**src/rtl/bin_io_pkg.sv**
```systemverilog
// Shared types and constants for the switch binary input path.
// Provides the nibble width/type and the default debounce length.
package bin_io_pkg;

   localparam int NIBBLE_W = 4;

   typedef logic [NIBBLE_W-1:0] nibble_t;

   localparam int DEBOUNCE_DEFAULT = 100000;

endpackage

```
**src/rtl/switch_debouncer.sv**
```systemverilog
// One-bit switch debouncer: two-flop synchronizer, stability counter,
// debounced level flop and a combinational change strobe.
// Ports: clk, rst (sync, active-high), sw_i (raw async level),
//        stable_o (debounced level), change_o (high on the edge stable_o flips).
module switch_debouncer
   import bin_io_pkg::*;
#(
   parameter int unsigned DEBOUNCE_CYCLES = DEBOUNCE_DEFAULT
) (
   input  logic clk,
   input  logic rst,
   input  logic sw_i,
   output logic stable_o,
   output logic change_o
);

   localparam int CNT_W = $clog2(DEBOUNCE_CYCLES + 1);
   localparam logic [CNT_W-1:0] CNT_LAST = CNT_W'(DEBOUNCE_CYCLES - 1);

   logic             sync1_q, sync1_d;
   logic             sync2_q, sync2_d;
   logic [CNT_W-1:0] cnt_q, cnt_d;
   logic             stable_q, stable_d;

   always_comb begin
      sync1_d  = sw_i;
      sync2_d  = sync1_q;
      cnt_d    = cnt_q;
      stable_d = stable_q;
      change_o = 1'b0;
      if (sync2_q == stable_q) begin
         // level back at the accepted value: drop any partial count
         cnt_d = '0;
      end else if (cnt_q == CNT_LAST) begin
         stable_d = sync2_q;
         cnt_d    = '0;
         change_o = 1'b1;
      end else begin
         cnt_d = cnt_q + 1'b1;
      end
   end

   always_ff @(posedge clk) begin
      if (rst) begin
         sync1_q  <= 1'b0;
         sync2_q  <= 1'b0;
         cnt_q    <= '0;
         stable_q <= 1'b0;
      end else begin
         sync1_q  <= sync1_d;
         sync2_q  <= sync2_d;
         cnt_q    <= cnt_d;
         stable_q <= stable_d;
      end
   end

   assign stable_o = stable_q;

endmodule

```
**src/rtl/switch_bin_reader.sv**
```systemverilog
// Reads four bouncing switches as a debounced 4-bit binary number.
// Ports: clk, rst (sync, active-high), sw[3:0] (raw switches),
//        binNum[3:0] (debounced value), newValue (1-cycle change pulse).
module switch_bin_reader
   import bin_io_pkg::*;
#(
   parameter int unsigned DEBOUNCE_CYCLES = DEBOUNCE_DEFAULT
) (
   input  logic                clk,
   input  logic                rst,
   input  logic [NIBBLE_W-1:0] sw,
   output nibble_t             binNum,
   output logic                newValue
);

   nibble_t stable_w;
   nibble_t change_w;
   logic    newValue_q, newValue_d;

   for (genvar i = 0; i < NIBBLE_W; i++) begin : g_bit
      switch_debouncer #(
         .DEBOUNCE_CYCLES(DEBOUNCE_CYCLES)
      ) u_deb (
         .clk      (clk),
         .rst      (rst),
         .sw_i     (sw[i]),
         .stable_o (stable_w[i]),
         .change_o (change_w[i])
      );
   end

   // bits flipping on the same edge merge into a single pulse
   always_comb begin
      newValue_d = |change_w;
   end

   always_ff @(posedge clk) begin
      if (rst) begin
         newValue_q <= 1'b0;
      end else begin
         newValue_q <= newValue_d;
      end
   end

   assign binNum   = stable_w;
   assign newValue = newValue_q;

endmodule

```
**config.mk**
```make
export PLATFORM = sky130hd
export DESIGN_NAME = switch_bin_reader
export DESIGN_NICKNAME = d
export VERILOG_FILES = /design/src/rtl/bin_io_pkg.sv /design/src/rtl/switch_debouncer.sv /design/src/rtl/switch_bin_reader.sv
export SDC_FILE = /design/constraint.sdc
export NUM_CORES = 1
export LEC_CHECK = 0
export CELL_PAD_IN_SITES_DETAIL_PLACEMENT = 1
export CELL_PAD_IN_SITES_GLOBAL_PLACEMENT = 1
export CORE_MARGIN = 10
export CORE_UTILIZATION = 45
export DETAILED_ROUTE_END_ITERATION = 6
export PLACE_DENSITY = 0.77
export SLEW_MARGIN = 20
export SYNTH_ARGS = -nofsm -noshare
export SYNTH_HDL_FRONTEND = slang
export SYNTH_SLANG_ARGS = --single-unit
```
**constraint.sdc**
```tcl
create_clock -name clk -period 2.7 [get_ports clk]
set_input_delay 0.81 -clock clk [delete_from_list [all_inputs] [get_ports clk]]
set_output_delay 0.81 -clock clk [all_outputs]
set_load 0.02 [all_outputs]
```
==> flow_metrics.tcl, run 1 <==
set metrics [dict create \
    holdWs_ps 444 \
    viasPerCell 5.26 \
    port_buffers 10 \
    power_density_nw_per_um2 557 \
    register_area_um2 1620 \
    wl_per_cell_um 13.9 \
    die_w_um 109 \
    final_nets 410 \
    drtIter0Drc 51 \
    fin_setup_tns_ps 0 \
    grt_usage_pct 12.7 \
    clock_path_buffers 2 \
    path_class "reg -> out" \
    relSlewSlack_pct 72.4 \
    setup_viol 0 \
    worstPathMaxFanout 3 \
    synth_top_cells_by_area "dfxtp_1, xnor2_1, nor2_1" \
    synth_top_area_share_pct 45.9 \
    path_delay_family "buffers and inverters" \
    start_util_pct 46.0 \
    synth.top_cells.by_count "dfxtp_1, nor2_1, xnor2_1, nand4_1, xor2_1" \
    drc 0 \
    clk_pin_slew_ps 70 \
    outcome "finished clean" \
    layout_min_cycle_time_ps 2200 \
    yosysUniqueCellTypes 36 \
    htree_levels 3 \
    slowest_stage "clkdlybuf4s50_1" \
    hp-class "reg -> reg" \
    diodes 0 \
    max_cap_violations 0 \
    cts_buffers 9 \
    die_h_um 109 \
    multi_input_area_um2 1790 \
    hold_viol_final 0 \
    grt.overflow.total 0 \
    ant_nets 0 \
    vdd_drop_max_uv 275 \
    tritoncts "done" \
    core_area_um2 7690 \
    grt_pass1_wl_um 12400 \
    dp_hpwl_um 4940 \
    worst_slew_pin_slew_ps 410 \
    async_reset_ff_share_pct 0 \
    slew_viol_final 0 \
    required_ps 1890 \
    cpPeakStageDelay_ps 640 \
    ys.flop_type "dfxtp_1" \
    synth.most_common_cell "dfxtp_1" \
    seq_area_frac_synth_pct 45.9 \
    grt_pass1_vias 2734 \
    fin_crit_sh_pct 81.6 \
    cp_num_buf_inv 1 \
    wl_um 7040 \
    synth-edff-count 0 \
    insertion_delay_ps 350 \
    layout-drive-gt1-share_pct 5.69 \
    syn_area_um2 3530 \
    syn-num-nets 400 \
    syn_inst 390 \
    clock_sinks 81 \
    clock_skew_ps 9.23 \
    grt_max_degree 17 \
    leakagePower_nw 1.19 \
    grt_setup_unrepaired "false" \
    nFillCells 918 \
    synth.avg_cell_area_um2 9.06 \
    cts-root-buf "clkbuf_8" \
    antenna_found_initial 0 \
    row_count 32 \
    first_pass_iters 4 \
    synth_largest_area_cell "dfxtp_1" \
    syn2layout_area_growth_pct 10.7 \
    post_cts_buffers 0 \
    end_kind "output pin" \
    place.gp.congestion 0.788 \
    timing.fmax_ghz 0.454 \
    yosys_warnings 0 \
    critical_path_arrival_ps 1390 \
    cts_resized 0 \
    start_kind "flop" \
    boundaryPins 11 \
    cts_hold_buf 0 \
    crit_chain "clkdlybuf4s50_1" \
    dieArea_um2 11800 \
    route.vias.total 2664 \
    yosys_register_bits 81 \
]
-- placed cells by master, fill, tap and decap left out, drive strengths merged, types with 11 or more instances in the layout --
cell type,instances
xor2,27
nand2,18
nand3,19
nor4,15
nor2,73
nand4,27
nor3,11
xnor2,35
dfxtp,81
-- metrics by stage --
step / instance area (um^2) / setup WS (ps) / power [mW] / cells / utilization, %
after global routing: 3910 / 429 / 2.27 / 506 / 50.9
after detailed placement: 3700 / 407 / 1.27 / 491 / 48.2
after CTS: 3910 / 477 / 2.21 / 506 / 50.9
after global placement: 3700 / 456 / 1.27 / 491 / 48.2
after floorplan: 3530 / 740 / 1.25 / 390 / -
final: 3910 / 497 / 2.18 / 506 / 50.9
-- worst paths after layout --
| path | from | slack, ps | cells after the start | to |
|---|---|---|---|---|
| worst max-delay path | g_bit[3].u_deb.stable_o$_SDFFE_PP0P_ | 500 | 1 | binNum[3] |
| worst min-delay path | g_bit[3].u_deb.sync1_q$_SDFF_PP0_ | 440 | 1 | g_bit[3].u_deb.sync2_q$_SDFF_PP0_ |
| worst min register to register | g_bit[3].u_deb.sync1_q$_SDFF_PP0_ | 440 | 1 | g_bit[3].u_deb.sync2_q$_SDFF_PP0_ |
| worst max register to register | g_bit[1].u_deb.cnt_q[0]$_SDFF_PP0_ | 670 | 6 | g_bit[1].u_deb.cnt_q[5]$_SDFF_PP0_ |
-- power by group --
group / switching [mW] / internal, mW
registers: 0.00452 / 1.20
logic: 0.0173 / 0.0157
clock network: 0.429 / 0.513
-- area by class of cell --
type / instances / share of cell area (%)
clock buffers: 9 / 3.17
multi-input cells: 284 / 45.7
repair buffers: 14 / 3.33
flip-flops and latches: 81 / 41.5
inverters: 10 / 0.960
clock inverters: 6 / 2.14
well taps: 102 / 3.26
-- metal layers --
metal | track usage, % | vias up | part of all wire [%]
met2 | 21.3 | 16 | 48
li1 | - | 1368 | -
met4 | 4.14 | 0 | 1.3
met5 | 0 | - | 0
met3 | 3.89 | 8 | 2.9
met1 | 15.2 | 1272 | 48
-- sequential cells by signal, indices dropped and copies added, names as in the netlist --
signal / count
g_bit.u_deb.cnt_q: 68
g_bit.u_deb.stable_o: 4
g_bit.u_deb.sync1_q: 4
g_bit.u_deb.sync2_q: 4
newValue: 1
-- cell families after synthesis --
kind of cell	synth area share (%)
buffers and inverters	3.58
and+or+nand+nor	31.4
muxes	0.850
DFF	45.9
xor gates and xnor gates	15.4
adders and majority gates	1.42
AOI/OAI and AO/OA	1.49
Note: power is estimated with default switching activity, not from simulation.
==> run 2, diff against run 1 <==
clock period = 2.3 ns   (was 2.7 ns; I/O delays follow)
==> run 2 against run 1 <==
  * Worst setup slack worse by 290 ps
  * Sequential share of layout area increased by 0.40 points
  * Worst hold slack got worse by 2.1 ps
  * Design area decreased by 0.96%
  * Global-route usage about the same
  * Register-to-register slack got worse by 260 ps
  * Clock power down 6.7%
  * Sequential power grew 17%
  * Clock skew up 0.70 ps
  * Combinational power is 21% higher
  * Total power grew 7.0%
  * Critical endpoint unchanged
==> flow_metrics.tcl, run 2 (synthesis gave the netlist of run 1 again) <==
set metrics [dict create \
    final_nets 412 \
    end_kind "output pin" \
    path_class "reg -> out" \
    slew_viol_final 0 \
    path_delay_family "buffers and inverters" \
    drc 0 \
    pre_cts_slack_ps 188 \
    cts_hold_buf 0 \
    drtIter0Drc 32 \
    insertion_delay_ps 350 \
    grt_pass1_vias 2664 \
    clock_path_buffers 2 \
    htree_levels 3 \
    worstPathMaxFanout 3 \
    max_cap_violations 0 \
    leakagePower_nw 1.17 \
    setup_viol 0 \
    crit_chain "clkdlybuf4s50_1" \
    cts_buffers 9 \
    clock_skew_ps 9.93 \
    cpPeakStageDelay_ps 640 \
    vdd_drop_max_uv 270 \
    grt_setup_unrepaired "false" \
    wl_per_cell_um 13.8 \
    core_area_um2 7690 \
    clock_sinks 81 \
    grt_util_met3_pct 3.19 \
    grt_pass1_wl_um 12200 \
    route.vias.total 2664 \
    dieArea_um2 11800 \
    place.gp.congestion 0.785 \
    die_w_um 109 \
    cp_num_buf_inv 1 \
    hold_viol_final 0 \
    die_h_um 109 \
    placed_cell_area_um2 3720 \
    start_kind "flop" \
    syn2layout_area_growth_pct 9.60 \
    tritoncts "done" \
    largest_reg_flops 68 \
    grt_use_met1_pct 16.0 \
    power_density_nw_per_um2 602 \
    port_buffers 10 \
    slowest_stage "clkdlybuf4s50_1" \
    max_flop_register "g_bit.u_deb.cnt_q" \
    cts-root-buf "clkbuf_8" \
    critical_path_arrival_ps 1410 \
    fin_crit_sh_pct 91.2 \
    start_util_pct 46.0 \
    final.setup.worst_slack_ps 202 \
    viasPerCell 5.23 \
    worst_slew_pin_slew_ps 426 \
    clk_pin_slew_ps 70 \
    grt.overflow.total 0 \
    fin_setup_tns_ps 0 \
    wl_um 7050 \
    timing.fmax_ghz 0.477 \
    dp_hpwl_um 4830 \
    final_area_um2 3870 \
    use_met2_pct 19.8 \
    hp-class "reg -> reg" \
    relSlewSlack_pct 71.2 \
    post_cts_buffers 0 \
    layout_min_cycle_time_ps 2100 \
    cts_resized 0 \
    final_cell_mix "dfxtp_1, nor2_1, xnor2_1" \
    required_ps 1610 \
    grt_usage_pct 12.7 \
    outcome "finished clean" \
    diodes 0 \
    layout-drive-gt1-share_pct 5.65 \
    first_pass_iters 4 \
    grt_max_degree 17 \
    grt_busiest_layer "met2" \
    boundaryPins 11 \
    final_common_cell "dfxtp_1" \
    antenna_found_initial 0 \
    ant_nets 0 \
    row_count 32 \
]
==> run 2: changes by cell type in the layout (fill, tap and decap cells not counted) <==
cell,before,now
clkbuf_1,0,3
buf_4,4,6
bufinv_16,2,0
clkinv_2,3,4
clkinv_4,1,0
==> run 2: layout make-up <==
type	instances	area, um^2
fillers	938	3810
multi-input cells	284	1790
flip-flops and latches	81	1620
repair buffers	16	145
clock buffers	12	135
well taps	102	128
inverters	10	37.5
clock inverters	4	20.0
==> run 2: worst paths after layout <==
path	startpoint	to	slack (ps)	cells after the start
setup reg to reg	g_bit[2].u_deb.cnt_q[0]$_SDFF_PP0_	g_bit[2].u_deb.cnt_q[15]$_SDFF_PP0_	410	5
setup / recovery	g_bit[3].u_deb.stable_o$_SDFFE_PP0P_	binNum[3]	200	1
hold reg to reg	g_bit[1].u_deb.sync1_q$_SDFF_PP0_	g_bit[1].u_deb.sync2_q$_SDFF_PP0_	440	1
hold / removal	g_bit[1].u_deb.sync1_q$_SDFF_PP0_	g_bit[1].u_deb.sync2_q$_SDFF_PP0_	440	1
==> run 2: layer usage <==
metal / share of wire [%] / wire length (um) / up-vias
met1: 51 / 3570 / 1262
met2: 45 / 3180 / 20
li1: - / - / 1370
met5: 0 / 0 / -
met3: 2.6 / 184 / 12
met4: 1.6 / 114 / 0
==> run 2: power breakdown <==
part	total [mW]	switching [mW]	internal (mW)
clock	0.878	0.491	0.386
sequential	1.41	0.00531	1.41
combinational	0.0397	0.0203	0.0194
total	2.33	0.517	1.82
==> run 2: metrics by stage <==
step | utilization (%) | std cells | total power, mW | hold WS (ps)
final | 50.4 | 509 | 2.33 | 442
after global routing | 50.4 | 509 | 2.42 | 463
after CTS | 50.4 | 509 | 2.36 | 449
after detailed placement | 48.4 | 493 | 1.49 | 432
after global placement | 48.4 | 493 | 1.49 | 420
after floorplan | - | 390 | 1.47 | 414
==> run 3, diff against run 2 <==
RECOVER_POWER = 100   (was unset)
==> run 3 against run 2 <==
  * Maximum frequency fell by 2.6%
  * Worst setup slack worse by 56 ps
  * Register-to-register slack worse by 100 ps
  * Global-route usage unchanged
  * Clock skew is essentially flat
  * Clock-buffer cell count stayed put
  * Combinational power decreased by 6.8%
  * Cell count unchanged
  * Via count hardly changed
  * Sequential power about the same
  * Critical path depth stayed put
  * Largest cell class unchanged
==> flow_metrics.tcl, run 3 (synthesis gave the netlist of run 1 again) <==
set metrics [dict create \
    hold_viol_final 0 \
    critical_path_arrival_ps 1460 \
    cts_resized 0 \
    leakagePower_nw 1.18 \
    port_buffers 10 \
    grt.overflow.total 0 \
    viasPerCell 5.23 \
    p_total_mw 2.33 \
    outcome "finished clean" \
    insertion_delay_ps 350 \
    required_ps 1610 \
    max_cap_violations 0 \
    clock_path_buffers 2 \
    hp-class "reg -> reg" \
    die_w_um 109 \
    timing.fmax_ghz 0.464 \
    final_common_cell "dfxtp_1" \
    grt_pass1_wl_um 12200 \
    start_util_pct 46.0 \
    row_count 32 \
    vdd_drop_max_uv 268 \
    boundaryPins 11 \
    rr_endpoint "g_bit[2].u_deb.cnt_q[15]$_SDFF_PP0_" \
    first_pass_iters 4 \
    power_density_nw_per_um2 604 \
    clock_skew_ps 9.97 \
    syn2layout_area_growth_pct 9.07 \
    diodes 0 \
    htree_levels 3 \
    hold_end "g_bit[1].u_deb.sync2_q$_SDFF_PP0_" \
    place.gp.congestion 0.785 \
    drtIter0Drc 35 \
    core_area_um2 7690 \
    cp_num_buf_inv 1 \
    drc 0 \
    worstPathMaxFanout 3 \
    min_from "g_bit[1].u_deb.sync1_q$_SDFF_PP0_" \
    fin_setup_tns_ps 0 \
    post_cts_buffers 0 \
    tritoncts "done" \
    dieArea_um2 11800 \
    slew_viol_final 0 \
    clk_pin_slew_ps 70 \
    reg2reg_depth 5 \
    cts_buffers 9 \
    max_flop_register "g_bit.u_deb.cnt_q" \
    end_kind "output pin" \
    final.setup.worst_slack_ps 146 \
    clock_sinks 81 \
    grt_pass1_vias 2664 \
    grt_max_degree 17 \
    final_cell_mix "dfxtp_1, nor2_1, xnor2_1" \
    fin_crit_sh_pct 93.7 \
    die_h_um 109 \
    cts_hold_buf 0 \
    start_kind "flop" \
    crit_chain "dlygate4sd3_1" \
    pre_cts_slack_ps 188 \
    layout_min_cycle_time_ps 2150 \
    path_delay_family "buffers and inverters" \
    cp.depth 1 \
    ant_nets 0 \
    worst_slew_pin_slew_ps 426 \
    largest_reg_flops 68 \
    antenna_found_initial 0 \
    grt_usage_pct 12.7 \
    layout-drive-gt1-share_pct 4.91 \
    hold_depth 1 \
    timing.rr.start "g_bit[2].u_deb.cnt_q[0]$_SDFF_PP0_" \
    relSlewSlack_pct 71.2 \
    reg2reg_setup_slack_ps 310 \
    final_nets 412 \
    setup_viol 0 \
    path_class "reg -> out" \
    wl_um 7030 \
    slowest_stage "dlygate4sd3_1" \
    dp_hpwl_um 4830 \
    route.vias.total 2662 \
    wl_per_cell_um 13.8 \
    cts-root-buf "clkbuf_8" \
    grt_setup_unrepaired "false" \
    cpPeakStageDelay_ps 710 \
]
[run 3: cell count changes in the layout (fill, tap and decap cells not counted), sizes merged]
cell,before,now
clkdlybuf4s50,10,4
dlygate4sd3,0,6
buf,6,1
clkbuf,12,17
[run 3: area by class of cell]
| cell class | count | area [um^2] |
|---|---|---|
| clock buffer | 12 | 135 |
| clock inverter | 4 | 20.0 |
| timing repair buffer | 16 | 130 |
| tap | 102 | 128 |
| multi-input combinational | 284 | 1780 |
| fill | 942 | 3830 |
| sequential | 81 | 1620 |
| inverter | 10 | 37.5 |
[run 3: power by group]
part | internal (mW) | switching [mW] | total [mW]
logic | 0.0167 | 0.0203 | 0.0370
clock network | 0.386 | 0.488 | 0.875
registers | 1.41 | 0.00533 | 1.41
[run 3: how the worst max path moves through the flow]
stage | start | end | slack, ps
2_1_floorplan | g_bit[1].u_deb.cnt_q[0]$_SDFF_PP0_ | g_bit[1].u_deb.cnt_q[10]$_SDFF_PP0_ | 340
3_3_place_gp | rst | g_bit[1].u_deb.cnt_q[3]$_SDFF_PP0_ | 230
3_5_place_dp | rst | g_bit[1].u_deb.cnt_q[14]$_SDFF_PP0_ | 190
4_1_cts | g_bit[3].u_deb.stable_o$_SDFFE_PP0P_ | binNum[3] | 190
5_1_grt | g_bit[3].u_deb.stable_o$_SDFFE_PP0P_ | binNum[3] | 110
6_report | g_bit[3].u_deb.stable_o$_SDFFE_PP0P_ | binNum[3] | 150
[run 3: per-stage QoR]
stage,hold WS (ps),std cells,utilization [%],cell area [um^2]
after floorplan,414,390,-,3530
after global placement,420,493,48.4,3720
after detailed placement,432,493,48.4,3720
after CTS,449,509,50.4,3870
after global routing,463,509,50.1,3850
final,443,509,50.1,3850
[run 3: layer usage]
layer / routed length, um / share of wire [%] / up-vias / track usage [%]
met3: 178 / 2.5 / 11 / 3.19
li1: - / - / 1370 / -
met2: 3150 / 45 / 19 / 19.8
met1: 3580 / 51 / 1262 / 16.0
met4: 120 / 1.7 / 0 / 6.31
met5: 0 / 0 / - / 0
